<file path="src/rtl/qpu_dtcm_icb_arbt.sv">
`default_nettype none
// ============================================================================
// Module   : qpu_dtcm_icb_arbt
// Purpose  : Round-robin ICB arbiter, LSU (m0) and external (m1) to the DTCM.
// Revision : 1.0  initial release
// ============================================================================
module qpu_dtcm_icb_arbt #(
  parameter  int AW = 16,
  parameter  int DW = 32,
  localparam int MW = DW / 8
) (
  input  logic          clk,
  input  logic          rst,

  input  logic          m0_icb_cmd_valid,
  output logic          m0_icb_cmd_ready,
  input  logic [AW-1:0] m0_icb_cmd_addr,
  input  logic          m0_icb_cmd_read,
  input  logic [DW-1:0] m0_icb_cmd_wdata,
  input  logic [MW-1:0] m0_icb_cmd_wmask,
  output logic          m0_icb_rsp_valid,
  input  logic          m0_icb_rsp_ready,
  output logic [DW-1:0] m0_icb_rsp_rdata,

  input  logic          m1_icb_cmd_valid,
  output logic          m1_icb_cmd_ready,
  input  logic [AW-1:0] m1_icb_cmd_addr,
  input  logic          m1_icb_cmd_read,
  input  logic [DW-1:0] m1_icb_cmd_wdata,
  input  logic [MW-1:0] m1_icb_cmd_wmask,
  output logic          m1_icb_rsp_valid,
  input  logic          m1_icb_rsp_ready,
  output logic [DW-1:0] m1_icb_rsp_rdata,

  output logic          s_icb_cmd_valid,
  input  logic          s_icb_cmd_ready,
  output logic [AW-1:0] s_icb_cmd_addr,
  output logic          s_icb_cmd_read,
  output logic [DW-1:0] s_icb_cmd_wdata,
  output logic [MW-1:0] s_icb_cmd_wmask,
  input  logic          s_icb_rsp_valid,
  output logic          s_icb_rsp_ready,
  input  logic [DW-1:0] s_icb_rsp_rdata,

  output logic          arbt_active,
  output logic          arbt_err
);

  typedef enum logic [0:0] {
    IDLE = 1'b0,
    BUSY = 1'b1
  } state_t;

  state_t r_state;
  state_t w_state_nxt;
  logic   r_owner;
  logic   r_rr_last;
  logic   r_err;

  logic   w_out_vld;
  logic   w_any_vld;
  logic   w_grant;
  logic   w_rsp_hs;
  logic   w_cmd_hs;
  logic   w_can_issue;

  assign w_out_vld = (r_state == BUSY);
  assign w_any_vld = m0_icb_cmd_valid | m1_icb_cmd_valid;

  // Contention goes to whoever was not served last; a lone requester always wins.
  assign w_grant = (m0_icb_cmd_valid & m1_icb_cmd_valid) ? ~r_rr_last : m1_icb_cmd_valid;

  assign s_icb_rsp_ready = w_out_vld & (r_owner ? m1_icb_rsp_ready : m0_icb_rsp_ready);
  assign w_rsp_hs        = s_icb_rsp_valid & s_icb_rsp_ready;
  assign w_can_issue     = ~w_out_vld | w_rsp_hs;

  assign s_icb_cmd_valid = w_any_vld & w_can_issue;
  assign s_icb_cmd_addr  = w_grant ? m1_icb_cmd_addr  : m0_icb_cmd_addr;
  assign s_icb_cmd_read  = w_grant ? m1_icb_cmd_read  : m0_icb_cmd_read;
  assign s_icb_cmd_wdata = w_grant ? m1_icb_cmd_wdata : m0_icb_cmd_wdata;
  assign s_icb_cmd_wmask = w_grant ? m1_icb_cmd_wmask : m0_icb_cmd_wmask;
  assign w_cmd_hs        = s_icb_cmd_valid & s_icb_cmd_ready;

  assign m0_icb_cmd_ready = s_icb_cmd_ready & w_can_issue & ~w_grant;
  assign m1_icb_cmd_ready = s_icb_cmd_ready & w_can_issue &  w_grant;

  assign m0_icb_rsp_valid = s_icb_rsp_valid & w_out_vld & ~r_owner;
  assign m1_icb_rsp_valid = s_icb_rsp_valid & w_out_vld &  r_owner;
  assign m0_icb_rsp_rdata = s_icb_rsp_rdata;
  assign m1_icb_rsp_rdata = s_icb_rsp_rdata;

  assign arbt_active = w_any_vld | w_out_vld;
  assign arbt_err    = r_err;

  always_comb begin
    w_state_nxt = r_state;
    case (r_state)
      IDLE:    if (w_cmd_hs) w_state_nxt = BUSY;
      BUSY:    if (w_rsp_hs && !w_cmd_hs) w_state_nxt = IDLE;
      default: w_state_nxt = IDLE;
    endcase
  end

  always_ff @(posedge clk or posedge rst) begin
    if (rst) begin
      r_state   <= IDLE;
      r_owner   <= 1'b0;
      r_rr_last <= 1'b1;
      r_err     <= 1'b0;
    end else begin
      r_state <= w_state_nxt;
      if (w_cmd_hs) begin
        r_owner   <= w_grant;
        r_rr_last <= w_grant;
      end
      // A response with nothing outstanding is dropped and flagged until reset.
      if (s_icb_rsp_valid && !w_out_vld) begin
        r_err <= 1'b1;
      end
    end
  end

endmodule
`default_nettype wire

</file>
<file path="config.mk">
export PLATFORM = sky130hd
export DESIGN_NAME = qpu_dtcm_icb_arbt
export DESIGN_NICKNAME = d
export VERILOG_FILES = /design/src/rtl/qpu_dtcm_icb_arbt.sv
export SDC_FILE = /design/constraint.sdc
export NUM_CORES = 1
export LEC_CHECK = 0
export BUFFER_PORTS_ARGS = -buffer_cell sky130_fd_sc_hd__buf_4
export CAP_MARGIN = 15
export CORE_AREA = 10 10 97 99
export CTS_CLUSTER_DIAMETER = 40
export DETAILED_ROUTE_END_ITERATION = 6
export DIE_AREA = 0 0 107 109
export REMOVE_ABC_BUFFERS = 1
export SYNTH_ARGS = -nofsm -noshare
export SYNTH_HDL_FRONTEND = slang
export SYNTH_SLANG_ARGS = --single-unit
</file>
<file path="constraint.sdc">
create_clock -name clk -period 2.2 [get_ports clk]
set_clock_uncertainty 0.2 [all_clocks]
set_input_delay 0.22 -clock clk [delete_from_list [all_inputs] [get_ports clk]]
set_output_delay 0.22 -clock clk [all_outputs]
set_load 0.03 [all_outputs]
</file>
# Word level (Yosys, flattened, before mapping)
# Index checks and enable logic that the tools add are counted.
[word_totals]
register_bits = 4
in_bits = 146
[classes]
n_mux = 9
n_bitwise = 18
n_reduce_logical = 4
[op_table]
columns = ["operator", "count"]
rows = [
  ["$mux 32", 1],
  ["$mux 16", 1],
  ["$and 1x1->1", 11],
  ["$mux 1", 5],
  ["$mux 4", 1],
  ["$not 1->1", 4],
  ["$or 1x1->1", 3],
  ["$logic_and 1x1->1", 2],
  ["$logic_not 1->1", 2],
  ["$pmux 1 s2", 1],
]

# Longest topological paths before layout
[logic_depth]
ltp_word = 10
ltp_mapped = 4

# Worst setup path before layout
# Ideal clock, no wire load.
[synth_timing]
path_kind = "register to output"
startpoint = "register r_rr_last"
endpoint = "output port s_icb_cmd_addr[0]"
arrival_time_ns = 1.348
t_required_ns = 1.780
slack_ns = 0.432
path_stages_with_launch = 5
path_buffers = 1
path_cell_list = "dfstp_2 > nand2_1 > nand2_4 > clkbuf_8 > mux2_2"
[synth_via]
elab_chain_len = 3
[synth_rtl]
columns = ["element", "line_no", "rtl"]
rows = [
  ["start: declaration", "57", "logic r_rr_last;"],
  ["start signal: assignment", "114", "r_rr_last <= w_grant;"],
  ["$not 1->1", "71", "assign w_grant = (m0_icb_cmd_valid & m1_icb_cmd_valid) ? ~r_rr_last : m1_icb_cmd_valid;"],
  ["$mux 1", "71", ""],
  ["$mux 16", "78", "assign s_icb_cmd_addr = w_grant ? m1_icb_cmd_addr : m0_icb_cmd_addr;"],
  ["end: declaration", "37", "output logic [AW-1:0] s_icb_cmd_addr,"],
]
# No other way between the ends.

# Worst setup path after layout
[layout_timing]
startpoint = "register r_rr_last"
endpoint = "output port s_icb_cmd_wdata[2]"
[layout_via]
elab_chain_len = 3
[layout_rtl]
columns = ["element", "line_no", "rtl"]
rows = [
  ["$not 1->1", "71", ""],
  ["$mux 1", "71", ""],
  ["$mux 32", "80", "assign s_icb_cmd_wdata = w_grant ? m1_icb_cmd_wdata : m0_icb_cmd_wdata;"],
  ["end: declaration", "39", "output logic [DW-1:0] s_icb_cmd_wdata,"],
]
# No other way between the ends.

==> run_results.csv <==
group,metric,value,unit
run_status,status,"finished, final reports clean",
pwr,finalPower,1442,uW
synthesis,avgSynthCellArea,9.133,um2
sta,worst_pin_slew,0.2490,ns
route,routedWlPerCell,22.88,um
worst_setup_path,slowest_stage,"dfstp_2",
clock_network,cts-root-buf,"clkbuf_8",
finish,num-fill-cells,811,
worst_setup_path,crit_chain,"nand2_1, nand2_4, clkbuf_16, mux2_2, buf_4",
placement,dp_hpwl,7.424,mm
sta,fin_crit_sh,96.55,%
clock_network,clk_latency,0.22,ns
synthesis,ys_seq_area_share,7.068,%
sta,hold_violations,0,
run,cap_viol_max_count,0,
worst_setup_path,cpPeakStageDelay,0.52,ns
sta,final_max_slew_viol_count,0,
finish,antenna_cells,0,
global_routing,gr-total-overflow,0,
synthesis,syn_area,1434,um2
worst_setup_path,cp_top_family,"flip-flops",
finish,syn_to_final_growth,70.77,%
clock_network,h-tree-depth,1,
sta,rsz0062_at_grt,"no",
route,dr.first_iter.drc_count,44,
route,viasPerCell,4.285,
route,dr.pass1.iters,4,
sta,finalSetupViolCount,0,
finish,final_layout_size_suffix_gt1_share,87.41,%
global_routing,antenna_found_initial,0,
synthesis,ys_types,23,
route,vias,1594,
placement,place_ws,0.2638,ns
clock_network,cts_inserted_buffers,3,
sta,relSlewSlack,82.93,%
worst_setup_path,critical_path.endpoint_type,"primary output",
floorplanning,fp.dieW,107,um
worst_setup_path,cp.arrival,1.70,ns
pwr,p_seq_share,8.5,%
pwr,p_leak,0.001262,uW
floorplanning,die_area,11660,um2
clock_network,cts_sinks,4,
worst_setup_path,critPathLaunchType,"register",
floorplanning,num_rows,32,
global_routing,grt_pass1_wl,11.10,mm
global_routing,grt_max_degree,45,
route,wl,8.511,mm
floorplanning,initial_utilization,19.05,%
pwr,clkPwrFrac,11.4,%
sta,whs,0.05723,ns
placement,gp_congestion,0.7991,
sta,period_needed,2.124,ns
global_routing,grt_pass1_vias,1744,
clock_network,path_clk_slew,0.04,ns
pwr,p_int,789.3,uW
placement,portBuffers,174,
pwr,power_frac_comb,80.1,%
pwr,peakVddDrop,0.1901,mV
clock_network,cts_tree,"built",
route,drc,0,
clock_network,cts_buffer_depth,2,
synthesis,ys_ff_latch,4,
global_routing,grt.total_usage,12.62,%
pwr,sw_frac_of_total,45.25,%
pwr,p_switching,652.3,uW
worst_setup_path,path_buf_inv,2,
worst_hold_path,hp-class,"in -> reg",
route,postRouteAntennaNets,0,
floorplanning,num_io_pins,271,
worst_setup_path,cp_max_fo,22,
pwr,p_per_area,588.7,nW/um2
worst_setup_path,crit_type,"reg -> out",
floorplanning,die_h,109,um
finish,nNetsFinal,417,
synthesis,ys_warn_count,0,
worst_setup_path,crit_required,1.78,ns
sta,max_freq,470.8,MHz
floorplanning,core-area,7527,um2
synthesis,syn_inst,157,
sta,final.setup.worst_slack,0.07589,ns
sta,setup_tns,0,ns
[worst paths after layout]
check / end / slack [ns] / startpoint / depth (start not counted)
setup reg to reg: r_rr_last / 0.73 / r_owner / 3
hold / removal: arbt_err / 0.06 / s_icb_rsp_valid / 2
setup / recovery: s_icb_cmd_wdata[2] / 0.08 / r_rr_last / 5
max in group asynchronous: r_rr_last / 1.32 / rst / 3
min in group asynchronous: r_owner / 0.25 / rst / 3
hold reg to reg: arbt_err / 0.26 / arbt_err / 1
[layer usage]
layer  up-vias  wire, um  global-route usage, %
li1        697         -                      -
met1       717      3267                  14.45
met2       172      3457                  15.50
met3         6      1646                  12.80
met4         2        73                  1.741
met5         -        66                  8.403
[cell usage after synthesis (all sizes together)]
cell / n / area share, %
a21o: 1 / 0.52
inv: 3 / 0.79
nand2: 5 / 1.8
o21a: 2 / 1.0
a21oi: 1 / 0.35
nor2b: 1 / 0.44
nor2: 7 / 1.8
o32ai: 1 / 0.61
nand2b: 2 / 0.87
and3: 2 / 0.87
mux2: 54 / 44
clkbuf: 2 / 1.9
dfrtp: 3 / 5.2
buf: 67 / 36
dfstp: 1 / 1.8
a221o: 1 / 0.70
mux2i: 1 / 0.70
and2: 1 / 0.44
o21ai: 1 / 0.35
nor3: 1 / 0.35
[logic make-up after synthesis]
group | synth area share (%)
and+or+nand+nor | 6.632
muxes | 44.42
AOI/OAI and AO/OA | 3.577
DFF | 7.068
buffers and inverters | 38.31
[power by group through the flow]
stage / registers, uW / logic, uW / clock network [uW]
detailed placement: 124 / 1140 / 0
finish: 123 / 1150 / 164
global placement: 123 / 1130 / 0
global route: 128 / 1230 / 176
floorplan: 119 / 665 / 0
CTS: 124 / 1140 / 167
[through the flow]
stage / instances / utilization (%) / cell area (um2)
floorplan: 88 / - / 895.9
global placement: 366 / 31.32 / 2357
detailed placement: 366 / 31.32 / 2357
CTS: 371 / 32.05 / 2412
global route: 372 / 32.53 / 2449
finish: 372 / 32.53 / 2449
[registers in the layout (all words and copies together), names as in the netlist]
register   cells
r_owner        1
r_state        1
arbt_err       1
r_rr_last      1
[cell type report]
cell class / count / area, um2 / area share (%)
well taps: 102 / 127.6 / 5.212
inverters: 3 / 11.26 / 0.4599
repair buffers: 178 / 1380 / 56.36
flip-flops and latches: 4 / 101.3 / 4.139
clock buffers: 4 / 45.04 / 1.840
multi-input cells: 81 / 783.3 / 31.99
[timing repair]
action                                  in CTS  in global routing
endpoints found under the setup margin       0                 41
gates resized for setup                      0                  2
hold buffers                                 1                  0
endpoints found under the hold margin        4                  0
setup buffers                                0                  0
[placed cells by master, fill, tap and decap left out, types with 2 or more instances in the layout]
cell type  synthesis  layout
inv_1              3       3
and3_1             2       2
nor2_1             7       7
o21a_1             2       2
nand2b_1           2       2
buf_4             65     174
mux2_2            49      49
nand2_1            4       4
mux2_4             5       5
clkbuf_8           2       3
dfrtp_1            3       3
Note: power is estimated with default switching activity, not from simulation.
